**src/rtl/camera_pixel_capture_pkg.sv**
```systemverilog
// Shared definitions for the camera capture path: FSM states, QQVGA geometry
// (also used by the display side) and the luma threshold helper.
package camera_pixel_capture_pkg;

  typedef enum logic [1:0] {
    S_IDLE       = 2'd0,
    S_WAIT_VSYNC = 2'd1,
    S_ACTIVE     = 2'd2,
    S_END        = 2'd3
  } cap_state_t;

  localparam int unsigned QQVGA_H_PIXELS   = 160;
  localparam int unsigned QQVGA_V_LINES    = 120;
  localparam int unsigned QQVGA_ADDR_WIDTH = 15;
  localparam logic [7:0]  DEFAULT_THRESHOLD = 8'd128;

  // Bright luma becomes a lit pixel.
  function automatic logic threshold_pixel(input logic [7:0] luma, input logic [7:0] thr);
    return (luma >= thr);
  endfunction

endpackage

```
**src/rtl/camera_pixel_capture_edge_detect.sv**
```systemverilog
// Registered edge detector: level is the input delayed by one cycle, and the
// rise/fall pulses are aligned with that delayed level.
module signal_edge_detect (
  input  logic clk,
  input  logic reset,
  input  logic sig,
  output logic level,
  output logic rise,
  output logic fall
);

  // Delay the level and register the edge pulses against the previous level.
  always_ff @(posedge clk) begin
    if (reset) begin
      level <= 1'b0;
      rise  <= 1'b0;
      fall  <= 1'b0;
    end else begin
      level <= sig;
      rise  <= sig & ~level;
      fall  <= ~sig & level;
    end
  end

endmodule

```
**src/rtl/camera_pixel_capture.sv**
```systemverilog
// Camera capture stage: samples YUV422 bytes, thresholds Y to a 1-bit pixel
// and generates framebuffer write addresses for one frame per v_sync period.
module camera_pixel_capture
  import camera_pixel_capture_pkg::*;
#(
  parameter int unsigned ADDR_WIDTH = QQVGA_ADDR_WIDTH,
  parameter int unsigned H_PIXELS   = QQVGA_H_PIXELS,
  parameter int unsigned V_LINES    = QQVGA_V_LINES,
  parameter logic [7:0]  THRESHOLD  = DEFAULT_THRESHOLD
) (
  input  logic                  pclk,
  input  logic                  reset,
  input  logic                  enable,
  input  logic [7:0]            data_in,
  input  logic                  h_ref,
  input  logic                  v_sync,
  output logic                  pixel,
  output logic [ADDR_WIDTH-1:0] write_addr,
  output logic                  we,
  output logic                  frame_done,
  output logic                  frame_err
);

  localparam int unsigned X_W = $clog2(H_PIXELS + 1);
  localparam int unsigned Y_W = $clog2(V_LINES + 1);
  localparam logic [X_W-1:0]        X_LIMIT   = X_W'(H_PIXELS);
  localparam logic [Y_W-1:0]        Y_LIMIT   = Y_W'(V_LINES);
  localparam logic [ADDR_WIDTH-1:0] LINE_STEP = ADDR_WIDTH'(H_PIXELS);
  localparam longint unsigned       CAPACITY  = 64'd1 << ADDR_WIDTH;
  localparam longint unsigned       FRAME_PIX = longint'(H_PIXELS) * longint'(V_LINES);

  if (FRAME_PIX > CAPACITY) begin : g_geometry_check
    $error("camera_pixel_capture: H_PIXELS*V_LINES exceeds 2**ADDR_WIDTH");
  end

  logic [7:0] data_r;
  logic [7:0] data_d;
  logic       href_r;
  logic       vsync_r;
  logic       href_d;
  logic       href_rise;
  logic       href_fall;
  logic       vsync_d;
  logic       vsync_rise;
  logic       vsync_fall;

  // Single input register on the camera bus; edges come from these copies.
  always_ff @(posedge pclk) begin
    if (reset) begin
      data_r  <= '0;
      href_r  <= 1'b0;
      vsync_r <= 1'b0;
    end else begin
      data_r  <= data_in;
      href_r  <= h_ref;
      vsync_r <= v_sync;
    end
  end

  signal_edge_detect u_href_edge (
    .clk   (pclk),
    .reset (reset),
    .sig   (href_r),
    .level (href_d),
    .rise  (href_rise),
    .fall  (href_fall)
  );

  signal_edge_detect u_vsync_edge (
    .clk   (pclk),
    .reset (reset),
    .sig   (vsync_r),
    .level (vsync_d),
    .rise  (vsync_rise),
    .fall  (vsync_fall)
  );

  // Keep the data byte aligned with the delayed sync levels and edge pulses.
  always_ff @(posedge pclk) begin
    if (reset) begin
      data_d <= '0;
    end else begin
      data_d <= data_r;
    end
  end

  logic phase;
  logic cur_phase;
  logic y_byte;

  // Phase of the byte currently at the processing stage; a line always opens on Y.
  always_comb begin
    cur_phase = href_rise ? 1'b0 : phase;
    y_byte    = href_d && !cur_phase;
  end

  // Byte phase toggles for every byte inside h_ref.
  always_ff @(posedge pclk) begin
    if (reset) begin
      phase <= 1'b0;
    end else if (href_d) begin
      phase <= ~cur_phase;
    end
  end

  cap_state_t state;
  cap_state_t state_next;

  // FSM state register.
  always_ff @(posedge pclk) begin
    if (reset) begin
      state <= S_IDLE;
    end else begin
      state <= state_next;
    end
  end

  // Frame sequencing; enable only matters when leaving IDLE or END.
  always_comb begin
    state_next = state;
    unique case (state)
      S_IDLE:       if (enable) state_next = S_WAIT_VSYNC;
      S_WAIT_VSYNC: if (vsync_fall) state_next = S_ACTIVE;
      S_ACTIVE:     if (vsync_rise) state_next = S_END;
      S_END:        state_next = enable ? S_WAIT_VSYNC : S_IDLE;
      default:      state_next = S_IDLE;
    endcase
  end

  logic [X_W-1:0]        x;
  logic [Y_W-1:0]        y;
  logic [ADDR_WIDTH-1:0] addr;
  logic [ADDR_WIDTH-1:0] line_base;

  // Pixel writes, line/column counting and frame status.
  always_ff @(posedge pclk) begin
    if (reset) begin
      x          <= '0;
      y          <= '0;
      addr       <= '0;
      line_base  <= '0;
      pixel      <= 1'b0;
      write_addr <= '0;
      we         <= 1'b0;
      frame_done <= 1'b0;
      frame_err  <= 1'b0;
    end else begin
      we         <= 1'b0;
      frame_done <= (state_next == S_END);

      if (state == S_WAIT_VSYNC && vsync_fall) begin
        x         <= '0;
        y         <= '0;
        addr      <= '0;
        line_base <= '0;
      end

      if (state == S_ACTIVE) begin
        if (y_byte && !vsync_d && (x < X_LIMIT) && (y < Y_LIMIT)) begin
          pixel      <= threshold_pixel(data_d, THRESHOLD);
          write_addr <= addr;
          we         <= 1'b1;
          addr       <= addr + ADDR_WIDTH'(1);
          x          <= x + X_W'(1);
        end
        // Address restarts from the line base so a short line cannot shift later lines.
        if (href_fall && (y < Y_LIMIT)) begin
          y         <= y + Y_W'(1);
          x         <= '0;
          line_base <= line_base + LINE_STEP;
          addr      <= line_base + LINE_STEP;
        end
      end

      if (state == S_END) begin
        frame_err <= frame_err | (y != Y_LIMIT);
      end
    end
  end

endmodule

```
**config.mk**
```make
export PLATFORM = sky130hd
export DESIGN_NAME = camera_pixel_capture
export DESIGN_NICKNAME = d
export VERILOG_FILES = /design/src/rtl/camera_pixel_capture_pkg.sv /design/src/rtl/camera_pixel_capture_edge_detect.sv /design/src/rtl/camera_pixel_capture.sv
export SDC_FILE = /design/constraint.sdc
export NUM_CORES = 1
export LEC_CHECK = 0
export CORE_MARGIN = 2
export CORE_UTILIZATION = 63
export CTS_BUF_LIST = sky130_fd_sc_hd__clkbuf_2
export DETAILED_ROUTE_END_ITERATION = 10
export PLACE_DENSITY = 0.86
export SETUP_SLACK_MARGIN = 0.2
export SLEW_MARGIN = 10
export SYNTH_ARGS = -nofsm -noshare
export SYNTH_HDL_FRONTEND = slang
export SYNTH_SLANG_ARGS = --single-unit
```
**constraint.sdc**
```tcl
create_clock -name pclk -period 4.3 [get_ports pclk]
set_input_delay 0.86 -clock pclk [delete_from_list [all_inputs] [get_ports pclk]]
set_output_delay 0.86 -clock pclk [all_outputs]
set_load 0.005 [all_outputs]
```
==> flow_metrics.py <==
metrics = {
    "floorplanning": {
        "fp.dieH_um": 78.3,
        "row_count": 27,
        "core_mm2": 0.00541,
        "io_pins": 32,
        "start_util": 0.643,
        "die_w_um": 78.3,
        "die_area_mm2": 0.00613,
    },
    "synthesis": {
        "syn_avg_cell_area_um2": 8.40,
        "mappedNetlistArea_mm2": 0.00348,
        "yosys.area.top_type": "dfxtp_1",
        "synth_seq_cells": 77,
        "yosys-top-cells-area": "dfxtp_1, a21oi_1, nand2_1, nor2_1, o21ai_0",
        "synth-async-reset-ratio": 0,
        "synthCells": 414,
        "synth.distinct_cells": 55,
        "ys_seq_area_frac": 0.443,
        "synth_edf_count": 0,
        "synth_nets": 432,
        "yosys.area.top_type_share": 0.443,
        "yosys_warnings": 0,
        "synthFlopType": "dfxtp_1",
    },
    "place": {
        "gp_congestion": 0.888,
        "pre_cts_ws_ns": 2.12,
        "numPortBuffers": 24,
        "dpl.cell_count": 491,
        "place_hpwl_um": 5070,
    },
    "cts": {
        "cts_tree": "done",
        "cts_buffers": 9,
        "insertion_delay_ns": 0.50,
        "cts_resized": 0,
        "clockBufferDepth": 2,
        "clk_pin_slew_ns": 0.19,
        "numClockSinks": 77,
        "cts_setup_buffers": 0,
        "cts_htree_levels": 3,
        "cts-root-buf": "clkbuf_2",
        "post_cts_hold_buffer_count": 0,
    },
    "global_route": {
        "grt_pass1_wl_um": 13300,
        "grt_max_degree": 67,
        "antenna_found_initial": 0,
        "grt_util_all_layers": 0.273,
        "grt_pass1_vias": 2907,
        "overflow": 0,
    },
    "setup_path": {
        "path_delay_family": "buffers and inverters",
        "worstSetupPathType": "reg -> out",
        "endpoint": "write_addr[8]",
        "crit_start": "write_addr[8]",
        "max_stage_delay_ns": 0.54,
        "worst-path-buf-inv": 1,
        "r2r_setup_slack_ns": 2.03,
        "rr_worst_depth": 5,
        "startpoint_type": "flop",
        "crit_fanout": 2,
        "critPathSlowestCell": "clkdlybuf4s50_1",
        "r2r-start": "state[1]",
        "r2r-end": "x[6]",
        "worstSetupPathDepth": 1,
        "end_kind": "primary output",
        "arrival_ns": 1.42,
        "cp_data_required_time_ns": 3.44,
        "crit_chain": "clkdlybuf4s50_1",
    },
    "detailed_routing": {
        "via_per_inst": 6.13,
        "post_drt_wl_per_cell_um": 15.2,
        "drc": 0,
        "via_count": 3107,
        "drtIter0Drc": 233,
        "drt_wl_total_um": 7730,
        "dr.pass1.iters": 6,
        "antenna_left": 0,
    },
    "final_layout": {
        "drive_above_1_share": 0.0690,
        "area_growth_pct": 10.4,
        "mostFrequentLayoutCells": "dfxtp_1, nand2_1, a21oi_1, nor2_1, clkdlybuf4s50_1",
        "instances_no_fill": 507,
        "n_antenna_cell": 0,
        "fin_util": 0.710,
        "n_fill_cell": 448,
        "nets": 448,
        "layout_commonest_cell": "dfxtp_1",
    },
    "power_and_ir_drop": {
        "power.leakage_nw": 1.37,
        "power.density_mw_per_mm2": 293,
        "peakVddDrop_uv": 220,
        "p_total_mw": 1.13,
    },
    "timing": {
        "layout_setup_ws_ns": 2.02,
        "layout_min_cycle_time_ns": 2.28,
        "post-route-period-util": 0.530,
        "maxSlewViolCount": 0,
        "maxSlewHeadroom": 0.308,
        "finalHoldViolCount": 0,
        "fin_tns_setup_ns": 0,
        "clock_skew_ns": 0.0165,
        "worst_pin_slew_ns": 1.04,
        "setup_viol_count_final": 0,
        "rsz0062_at_grt": "no",
        "max_freq_mhz": 439,
    },
    "run_status": {
        "status": "complete, no violations",
    },
    "flow_run": {
        "cap_violations": 0,
    },
    "worst_hold_path": {
        "hold_depth": 1,
        "hold_class": "reg -> reg",
    },
}
## how the worst min path moves through the flow
stage | start | end | slack [ns]
6_report | vsync_r | u_vsync_edge.fall | 0.42
3_5_place_dp | vsync_r | u_vsync_edge.fall | 0.40
3_3_place_gp | href_r | u_href_edge.fall | 0.39
4_1_cts | vsync_r | u_vsync_edge.fall | 0.42
5_1_grt | vsync_r | u_vsync_edge.fall | 0.44
2_1_floorplan | href_r | u_href_edge.fall | 0.39
## layout make-up
cell class | count | area, um^2 | share of cell area
Clock buffer | 10 | 50.0 | 0.0130
Tap cell | 72 | 90.1 | 0.0235
Timing Repair Buffer | 26 | 250 | 0.0652
Sequential cell | 77 | 1540 | 0.402
Clock inverter | 6 | 53.8 | 0.0140
Inverter | 7 | 26.3 | 0.00685
Multi-Input combinational cell | 309 | 1830 | 0.476
## layer usage
layer	global-route usage	wire length [um]	share of wire	vias to the layer above
li1	-	-	-	1521
met1	0.361	3490	0.45	1455
met2	0.424	3600	0.47	109
met3	0.0402	385	0.050	22
met4	0.161	254	0.033	0
met5	0	0	0	-
## worst reg2reg max path: cells and delay by family, from the launching register on
kind | cells | cell delay, ns
simple gates | 3 | 1.01
flops | 1 | 0.50
compound gates | 2 | 0.62
## where the power goes
group	leakage, nW	switching [mW]	internal, mW
Clock	0.0729	0.236	0.131
Sequential	0.622	0.00517	0.720
Combinational	0.671	0.0221	0.0107
## state kept, by name, indices dropped and copies added, names as in the netlist, 2 cells and up
name and count:
y 7, x 8, write_addr 15, state 2
addr 15, line_base 15
## cell families after synthesis
logic type / Yosys count / share of synthesized area
AOI/OAI and AO/OA: 104 / 0.186
buffers and inverters: 28 / 0.0317
adders and majority gates: 5 / 0.0180
and+or+nand+nor: 183 / 0.277
muxes: 4 / 0.0115
xor gates and xnor gates: 13 / 0.0327
DFF: 77 / 0.443
## stage by stage
stage	area (um^2)	hold slack [ns]
floorplan	3480	0.388
global placement	3730	0.393
detailed placement	3730	0.401
CTS	3840	0.424
global route	3840	0.439
finish	3840	0.421
## cells in the mapped netlist (2+ instances only)
library cell and instances:
nor3_1 16, nand3_1 10, or3_1 3, a31oi_1 3, inv_1 7, xnor2_1 8
a21o_1 2, nand2_1 53, a211oi_1 5, and2_1 2, o21ai_0 19, clkbuf_1 16
a32oi_1 3, buf_2 4, ha_1 5, a21oi_1 43, a221oi_1 3, xor2_1 5
o31ai_1 2, dfxtp_1 77, nand4_1 5, nor4_1 5, mux2i_1 4, and3b_2 2
a41oi_1 2, and4_1 2, nor2_1 37, nand3b_1 8, o22ai_1 6, nor2b_1 11
nor3b_1 3, a22oi_1 6, and3_1 15
No activity file was read; power rests on OpenSTA's default activity.
